==> config.mk <==
export PLATFORM = sky130hd
export DESIGN_NAME = piso_left_shift_tx
export DESIGN_NICKNAME = d
export VERILOG_FILES = /design/src/rtl/piso_tx_pkg.sv /design/src/rtl/piso_bit_counter.sv /design/src/rtl/piso_left_shift_tx.sv
export SDC_FILE = /design/constraint.sdc
export NUM_CORES = 1
export LEC_CHECK = 0
export ABC_CLOCK_PERIOD_IN_PS = 4700
export BUFFER_PORTS_ARGS = -buffer_cell sky130_fd_sc_hd__buf_4
export CAP_MARGIN = 20
export CORE_AREA = 2 2 43 45
export DETAILED_ROUTE_END_ITERATION = 8
export DIE_AREA = 0 0 45 47
export PLACE_DENSITY = 0.8
export SLEW_MARGIN = 20
export SYNTH_ARGS = -nofsm -noshare
export SYNTH_HDL_FRONTEND = slang
export SYNTH_HIERARCHICAL = 1
export SYNTH_SLANG_ARGS = --single-unit
==> constraint.sdc <==
create_clock -name clk -period 4.7 [get_ports clk]
set_input_delay 0.235 -clock clk [delete_from_list [all_inputs] [get_ports clk]]
set_output_delay 0.235 -clock clk [all_outputs]
set_load 0.01 [all_outputs]
==> src/rtl/piso_tx_pkg.sv <==
// Shared types and sizing helpers for the PISO serial transmitter.
// PISO_PARITY_EN adds one even-parity bit after the LSB of every frame.
package piso_tx_pkg;

  typedef enum logic {IDLE, SHIFT} tx_state_t;

`ifdef PISO_PARITY_EN
  localparam int unsigned ParityBits = 1;
`else
  localparam int unsigned ParityBits = 0;
`endif

  // Wide enough to index every frame bit, including an optional parity bit.
  function automatic int unsigned cnt_width(input int unsigned width);
    return $clog2(width + 1);
  endfunction

  function automatic int unsigned frame_len(input int unsigned width);
    return width + ParityBits;
  endfunction

endpackage

==> src/rtl/piso_bit_counter.sv <==
// Saturating up-counter with synchronous clear, enable and terminal-count flag.
module piso_bit_counter #(
  parameter int unsigned Width    = 4,
  parameter int unsigned MaxCount = 7
) (
  input  logic             clk_i,
  input  logic             rst_ni,
  input  logic             clr_i,
  input  logic             en_i,
  output logic [Width-1:0] count_o,
  output logic             tc_o
);

  logic [Width-1:0] count_q, count_d;

  assign tc_o    = (count_q == Width'(MaxCount));
  assign count_o = count_q;

  always_comb begin
    count_d = count_q;
    if (clr_i) begin
      count_d = '0;
    end else if (en_i && !tc_o) begin
      count_d = count_q + Width'(1);
    end
  end

  always_ff @(posedge clk_i or negedge rst_ni) begin
    if (!rst_ni) begin
      count_q <= '0;
    end else begin
      count_q <= count_d;
    end
  end

endmodule

==> src/rtl/piso_left_shift_tx.sv <==
// MSB-first parallel-in serial-out transmitter with valid/ready load port.
// Define PISO_PARITY_EN to append an even-parity bit to every frame.
module piso_left_shift_tx
  import piso_tx_pkg::*;
#(
  parameter int unsigned WIDTH    = 8,
  parameter logic        IDLE_BIT = 1'b0
) (
  input  logic             clk,
  input  logic             reset_n,
  input  logic [WIDTH-1:0] load_data,
  input  logic             load_valid,
  output logic             load_ready,
  output logic             q,
  output logic             q_valid,
  output logic             frame_start,
  output logic             busy,
  output logic             done
);

  localparam int unsigned FrameLen = frame_len(WIDTH);
  localparam int unsigned CntW     = cnt_width(WIDTH);

  tx_state_t        state_q, state_d;
  logic [WIDTH-1:0] shreg_q, shreg_d;
  logic             q_q, q_d;
  logic             q_valid_q, q_valid_d;
  logic             frame_start_q, frame_start_d;
  logic             busy_q, busy_d;
  logic             done_q, done_d;

  logic [CntW-1:0]  bit_cnt;
  logic             last_bit;
  logic             last_data_bit;
  logic             cnt_clr, cnt_en;
  logic             accept;
  logic             tail_bit;

  piso_bit_counter #(
    .Width    (CntW),
    .MaxCount (FrameLen - 1)
  ) u_bit_counter (
    .clk_i   (clk),
    .rst_ni  (reset_n),
    .clr_i   (cnt_clr),
    .en_i    (cnt_en),
    .count_o (bit_cnt),
    .tc_o    (last_bit)
  );

  // Counter tracks the index of the bit currently driven on q.
  assign last_data_bit = (bit_cnt == CntW'(WIDTH - 1));
  assign load_ready    = (state_q == IDLE) || last_bit;
  assign accept        = load_valid && load_ready;

`ifdef PISO_PARITY_EN
  logic parity_q, parity_d;

  assign parity_d = accept ? ^load_data : parity_q;
  assign tail_bit = parity_q;

  always_ff @(posedge clk or negedge reset_n) begin
    if (!reset_n) begin
      parity_q <= 1'b0;
    end else begin
      parity_q <= parity_d;
    end
  end
`else
  // Unreachable without parity: the LSB is already the terminal count.
  assign tail_bit = IDLE_BIT;
`endif

  always_comb begin
    state_d       = state_q;
    shreg_d       = shreg_q;
    q_d           = IDLE_BIT;
    q_valid_d     = 1'b0;
    frame_start_d = 1'b0;
    busy_d        = 1'b0;
    done_d        = 1'b0;
    cnt_clr       = 1'b0;
    cnt_en        = 1'b0;

    if (accept) begin
      state_d       = SHIFT;
      shreg_d       = {load_data[WIDTH-2:0], IDLE_BIT};
      q_d           = load_data[WIDTH-1];
      q_valid_d     = 1'b1;
      frame_start_d = 1'b1;
      busy_d        = 1'b1;
      done_d        = (state_q == SHIFT);
      cnt_clr       = 1'b1;
    end else if (state_q == SHIFT) begin
      if (last_bit) begin
        state_d = IDLE;
        shreg_d = {WIDTH{IDLE_BIT}};
        done_d  = 1'b1;
      end else begin
        shreg_d   = {shreg_q[WIDTH-2:0], IDLE_BIT};
        q_d       = last_data_bit ? tail_bit : shreg_q[WIDTH-1];
        q_valid_d = 1'b1;
        busy_d    = 1'b1;
        cnt_en    = 1'b1;
      end
    end
  end

  always_ff @(posedge clk or negedge reset_n) begin
    if (!reset_n) begin
      state_q       <= IDLE;
      shreg_q       <= {WIDTH{IDLE_BIT}};
      q_q           <= IDLE_BIT;
      q_valid_q     <= 1'b0;
      frame_start_q <= 1'b0;
      busy_q        <= 1'b0;
      done_q        <= 1'b0;
    end else begin
      state_q       <= state_d;
      shreg_q       <= shreg_d;
      q_q           <= q_d;
      q_valid_q     <= q_valid_d;
      frame_start_q <= frame_start_d;
      busy_q        <= busy_d;
      done_q        <= done_d;
    end
  end

  assign q           = q_q;
  assign q_valid     = q_valid_q;
  assign frame_start = frame_start_q;
  assign busy        = busy_q;
  assign done        = done_q;

endmodule
==> impl_metrics.ini, run 1 <==
[global_routing]
overflow = 0
grt_usage_pct = 15.5
antenna_found_initial = 0
grt_max_degree = 18
grt_pass1_wl_um = 2240
first_global_vias = 520

[floorplanning]
die-area_sq_um = 2120
die_h_um = 47
initial_utilization_pct = 47.7
die_w_um = 45
row_count = 15
ios = 17
core_area_sq_um = 1650

[timing]
tightestPinTransition_ns = 0.396
fin_setup_tns_ns = 0
final.setup.worst_slack_ns = 2.68
rsz0062_at_grt = false
fin_crit_sh_pct = 42.9
skew_ns = 0.00353
fmaxAchievable_mhz = 496
fin_crit_ns = 2.02
slew_violations = 0
slew_headroom_pct = 73.6
finalHoldViolCount = 0
setup-violations-final = 0

[drt]
met3_length_um = 89
drt_iter0_drc = 14
drc_errors = 0
routed.top_layer = met4
wl_per_cell_um = 12.8
ant_nets = 0
wirelength_um = 1330
met2_length_um = 654
drt-met1-wl_um = 556
vias = 569
drt-pass1-iter-count = 4
vias_per_cell = 5.47

[cts]
cts-root-buf = clkbuf_4
clkLatencyLatePin_ns = 0.28
h-tree-depth = 1
ctsHoldBuffers = 1
post_cts_resize_count = 0
clk_path_buf_depth = 2
cts_tree = built
cts.sinks = 15
postCtsSetupBuffers = 0
cts-buffers-inserted = 3
clk_transition_reported_paths_ns = 0.08

[min_path]
min_path_type = in2reg

[placed_design]
dpl.hpwl_um = 1000
place_congestion = 0.697
placed_cell_area_sq_um = 882
port_buffers = 16
place_ws_ns = 2.69

[critical_path]
worstPathArrival_ns = 2.19
slowest_delay_ns = 0.42
path_cells = ha_1 -> and3b_1 -> nand2b_4 -> inv_1 -> nor2b_1 -> mux2_2
required_ns = 4.87
path_max_fanout = 12
worst-setup-path-type = reg2reg
cp_slowest_cell = dfrtp_1
setup.worst_path.end_class = register
worst-path-buf-inv = 1
start_kind = register
cp_top_family = simple AND/OR/NAND/NOR gates

[finish]
nNetsFinal = 100
nFillCells = 152
postLayoutCoreUtil_pct = 55.6
design_area_sq_um = 918
drive_above_1_share_pct = 27.6
syn_to_final_growth_pct = 16.5
diodes = 0

[logic_synthesis]
synth.top_cells.by_area = dfrtp_1, mux2i_1, o221ai_1, nand3_1, inv_1
synthesis.nets = 84
yosysTopAreaCellShare_pct = 47.6
yosys_warnings = 6
yosysTopAreaCell = dfrtp_1
syn_inst = 72
synth.ff_latch_count = 15
synth-seq-area-share_pct = 47.6
syn-cell-area_sq_um = 788
avgSynthCellArea_sq_um = 10.9
ys_types = 27

[power]
power_density_nw_per_um2 = 547
ir_drop_mv = 0.266
total_leakage_power_nw = 0.439
total_power_w = 0.000502

[outcome]
outcome = completed

[job]
maxCapViolations = 0
## worst reg2reg max path: stages (launching register included)
cell	delay [ns]
dfrtp_1	0.42
ha_1	0.23
and3b_1	0.30
nand2b_4	0.24
inv_1	0.13
nor2b_1	0.24
mux2_2	0.36
## routing by layer
metal  track usage (%)  vias up
li1                  -      286
met1              18.5      261
met2              24.0       17
met3              5.00        5
met4              10.6        0
met5                 0        -
## synthesized netlist by cell type
library cell	count
inv_1	7
o21ai_0	1
nand3_1	7
a21oi_1	2
nor2_1	1
nand4b_1	1
ha_1	1
nand2b_4	1
nand2b_1	2
and4_1	1
buf_6	2
nand2_1	1
or3_1	1
and3b_1	1
and2_2	2
and3b_2	1
a32o_1	1
nand4_1	1
o221ai_1	6
buf_4	2
buf_2	2
mux2_2	1
nor2b_1	2
nor3_1	1
mux2i_1	8
dfrtp_1	15
or2b_1	1
## registers in the layout, summed over array words and instances, names as in the netlist
signal / cells
frame_start: 1
done: 1
busy: 1
u_bit_counter/count_o: 4
shreg_q: 7
q: 1
## cells by family (layout without fill, tap and decap cells)
kind of cell | count (synthesis) | in the layout | share of synthesized area (%)
AO/OA/AOI/OAI | 10 | 10 | 9.84
adder cells (fa/ha/maj) | 1 | 1 | 1.59
buffers and inverters | 13 | 28 | 9.36
flip-flops | 15 | 15 | 47.6
multiplexers | 9 | 9 | 11.6
AND/OR/NAND/NOR | 24 | 24 | 20.0
## metrics by stage
step	hold WS [ns]	std cells
floorplan	-0.0606	72
global placement	0.0965	99
detailed placement	0.0996	99
CTS	0.192	104
global route	0.200	104
finish	0.194	104
## path summary, 6_finish.rpt
check	startpoint	endpoint	slack (ns)	cells past startpoint
max	u_bit_counter/count_o[0]	u_bit_counter/count_o[0]	2.68	6
min	load_data[1]	shreg_q[2]	0.19	3
max reg2reg	u_bit_counter/count_o[0]	u_bit_counter/count_o[0]	2.68	6
min reg2reg	u_bit_counter/count_o[3]	u_bit_counter/count_o[3]	0.57	2
max in group asynchronous	reset_n	u_bit_counter/count_o[1]	4.19	2
min in group asynchronous	reset_n	shreg_q[2]	0.34	2
## cell type report
cell class                      instances  area, sq um  share of cell area (%)
Multi-Input combinational cell         44          339                    36.9
Clock buffer                            4         26.3                    2.86
Sequential cell                        15          375                    40.9
Inverter                                7         26.3                    2.86
Timing Repair Buffer                   17          130                    14.2
Tap cell                               17         21.3                    2.32
## cells in the final DEF (no fill, tap or decap)
cell type / n
nand4_1: 1
and3b_2: 1
buf_4: 16
o21ai_0: 1
clkbuf_1: 1
dlygate4sd3_1: 1
nand2b_4: 1
nand2b_1: 2
a32o_1: 1
mux2i_1: 8
nand3_1: 7
or2b_1: 1
dfrtp_1: 15
a21oi_1: 2
nor2_1: 1
clkbuf_4: 3
mux2_2: 1
o221ai_1: 6
nor3_1: 1
inv_1: 7
and3b_1: 1
nor2b_1: 2
nand2_1: 1
and2_2: 2
and4_1: 1
ha_1: 1
or3_1: 1
nand4b_1: 1
## report_power, final
part           leakage [nW]  switching [W]  internal (W)
clock                0.0150      0.0000390     0.0000330
combinational         0.233      0.0000994      0.000113
sequential            0.192      0.0000387      0.000180
total                 0.439       0.000177      0.000325
Power figures use the tool's default switching activity.
==> run 2: changes to the inputs <==
Settings changed: ABC_AREA set to 1, ABC_CLOCK_PERIOD_IN_PS 4700 to 2110, PLACE_DENSITY 0.8 to 0.78.
Clock period 4.7 ns to 2.11 ns, I/O delays scaled along.
==> impl_metrics.ini, run 2 <==
[cts]
ctsHoldBuffers = 1
clk_path_buf_depth = 2
clkLatencyLatePin_ns = 0.28
post_cts_resize_count = 0
cts-buffers-inserted = 3
clk_transition_reported_paths_ns = 0.09
cts_tree = built
cts.sinks = 15
cts-root-buf = clkbuf_4
h-tree-depth = 1
postCtsSetupBuffers = 0

[critical_path]
worstPathArrival_ns = 1.90
path_max_fanout = 8
slowest_delay_ns = 0.43
path_cells = ha_1 -> nand2_1 -> nor2_2 -> inv_2 -> nand2_4 -> nand2_4 -> clkinv_2 -> clkinv_2 -> nand3_1 -> nand2_1
setup.worst_path.end_class = register
r2r.worst_path.cells = 10
worst-setup-path-type = reg2reg
required_ns = 2.29
reg2reg_to = u_bit_counter/count_o[1]
r2r-start = u_bit_counter/count_o[0]
r2r_slack_ns = 0.39
cp_slowest_cell = dfrtp_1
start_kind = register

[logic_synthesis]
avgSynthCellArea_sq_um = 8.17
synth.top_cells.by_area = dfrtp_1, nand2_1, nand3_1, inv_1, nand4_1
synth.ff_latch_count = 15
ys_top_cells_by_count = nand2_1, nand3_1, dfrtp_1
yosys_warnings = 6
synthesis.nets = 106
syn_inst = 94
yosysTopAreaCell = dfrtp_1
syn-cell-area_sq_um = 768
synth-main-ff-cell = dfrtp_1
yosysTopAreaCellShare_pct = 48.9
ys_types = 16
synthArstFlopShare_pct = 100
synth-edff-count = 0
synth_most_common_cell = nand2_1
synth-seq-area-share_pct = 48.9

[power]
combPwrFrac_pct = 43.3
p_switching_w = 0.000463
ir_drop_mv = 0.619
power.share.sequential_pct = 42.3
total_leakage_power_nw = 0.536
netSwitchingFraction_pct = 40.9
total_power_w = 0.00113
power_density_nw_per_um2 = 1210
internal_power_w = 0.000669
clockPowerShare_pct = 14.5

[global_routing]
first_global_vias = 566
grt_max_degree = 16
overflow = 0
grt_usage_pct = 15.7
grt_pass1_wl_um = 2330
antenna_found_initial = 0

[floorplanning]
row_count = 15
ios = 17
die-area_sq_um = 2120
initial_utilization_pct = 46.5
core_area_sq_um = 1650
die_h_um = 47
die_w_um = 45

[drt]
ant_nets = 0
drt_iter0_drc = 4
wirelength_um = 1340
vias = 655
drt-pass1-iter-count = 4
wl_per_cell_um = 10.3
vias_per_cell = 5.04
drc_errors = 0

[finish]
regMostFlops = shreg_q
multi_input_area_sq_um = 322
final_cells = 130
final_cell_mix = nand2_1, nand3_1, buf_4
syn_to_final_growth_pct = 21.5
final_common_cell = nand2_1
drive_above_1_share_pct = 27.4
largest_register_ffs = 7
diodes = 0
nFillCells = 164
regArea_sq_um = 375
nNetsFinal = 126
design_area_sq_um = 933

[job]
maxCapViolations = 0

[placed_design]
placed_cell_area_sq_um = 897
post-place-cells = 125
port_buffers = 16
place_congestion = 0.764
dpl.hpwl_um = 1000

[min_path]
holdCritStartpoint = load_data[0]
min_to = shreg_q[1]
hold_path_depth = 3
min_path_type = in2reg

[timing]
setup-violations-final = 0
tightestPinTransition_ns = 0.350
fin_crit_sh_pct = 81.6
skew_ns = 0.00235
fmaxAchievable_mhz = 581
slew_headroom_pct = 76.7
rsz0062_at_grt = false
finalHoldViolCount = 0
slew_violations = 0
fin_crit_ns = 1.72
fin_setup_tns_ns = 0

[outcome]
outcome = completed
## run 2: cell type report
class | count | share of cell area (%)
sequential | 15 | 40.2
tap | 17 | 2.28
timing repair buffer | 17 | 13.9
clock buffer | 4 | 2.82
multi-input combinational | 62 | 34.5
inverter | 15 | 6.30
## run 2: power by group through the flow
stage               clock network (W)  logic (W)  registers [W]
floorplan                           0   0.000363       0.000473
global placement                    0   0.000481       0.000478
detailed placement                  0   0.000492       0.000481
CTS                          0.000172   0.000495       0.000477
global route                 0.000181   0.000570       0.000490
finish                       0.000164   0.000490       0.000478
## run 2: worst max-delay path by stage
stage / from / end / slack, ns / cells after the start
6_report: u_bit_counter/count_o[0] / u_bit_counter/count_o[1] / 0.39 / 10
5_1_grt: u_bit_counter/count_o[0] / u_bit_counter/count_o[3] / 0.23 / 10
4_1_cts: u_bit_counter/count_o[0] / u_bit_counter/count_o[1] / 0.38 / 10
3_5_place_dp: u_bit_counter/count_o[0] / u_bit_counter/count_o[1] / 0.40 / 10
3_3_place_gp: u_bit_counter/count_o[0] / u_bit_counter/count_o[1] / 0.45 / 10
2_1_floorplan: u_bit_counter/count_o[0] / u_bit_counter/count_o[3] / 0.53 / 10
## run 2: metrics by stage
stage	hold WS [ns]	utilization [%]	setup slack (ns)
5_1_grt	0.0284	56.5	0.232
6_report	0.0231	56.5	0.389
4_1_cts	0.0186	56.5	0.376
3_3_place_gp	-0.0334	54.3	0.450
2_1_floorplan	-0.190	-	0.528
3_5_place_dp	-0.0333	54.3	0.399
## run 2: cells by family after synthesis
| logic type | count (synthesis) | share of synthesized area, % |
|---|---|---|
| buf+inv | 17 | 9.28 |
| fa+ha+maj | 1 | 1.63 |
| simple gates | 61 | 40.2 |
| flops | 15 | 48.9 |
## run 2: metal layers
| layer | track usage [%] | up-vias | share of wire [%] |
|---|---|---|---|
| met5 | 0 | - | 0 |
| met4 | 10.6 | 0 | 3.0 |
| met1 | 20.8 | 298 | 47 |
| met2 | 24.0 | 14 | 45 |
| li1 | - | 338 | - |
| met3 | 2.31 | 5 | 4.3 |
## run 2: critical path: cells and delay by family, from the launching register on
family / cells / cell delay [ns]
and+or+nand+nor: 6 / 0.75
adders and majority gates: 1 / 0.18
DFF: 1 / 0.43
buffers and inverters: 3 / 0.26
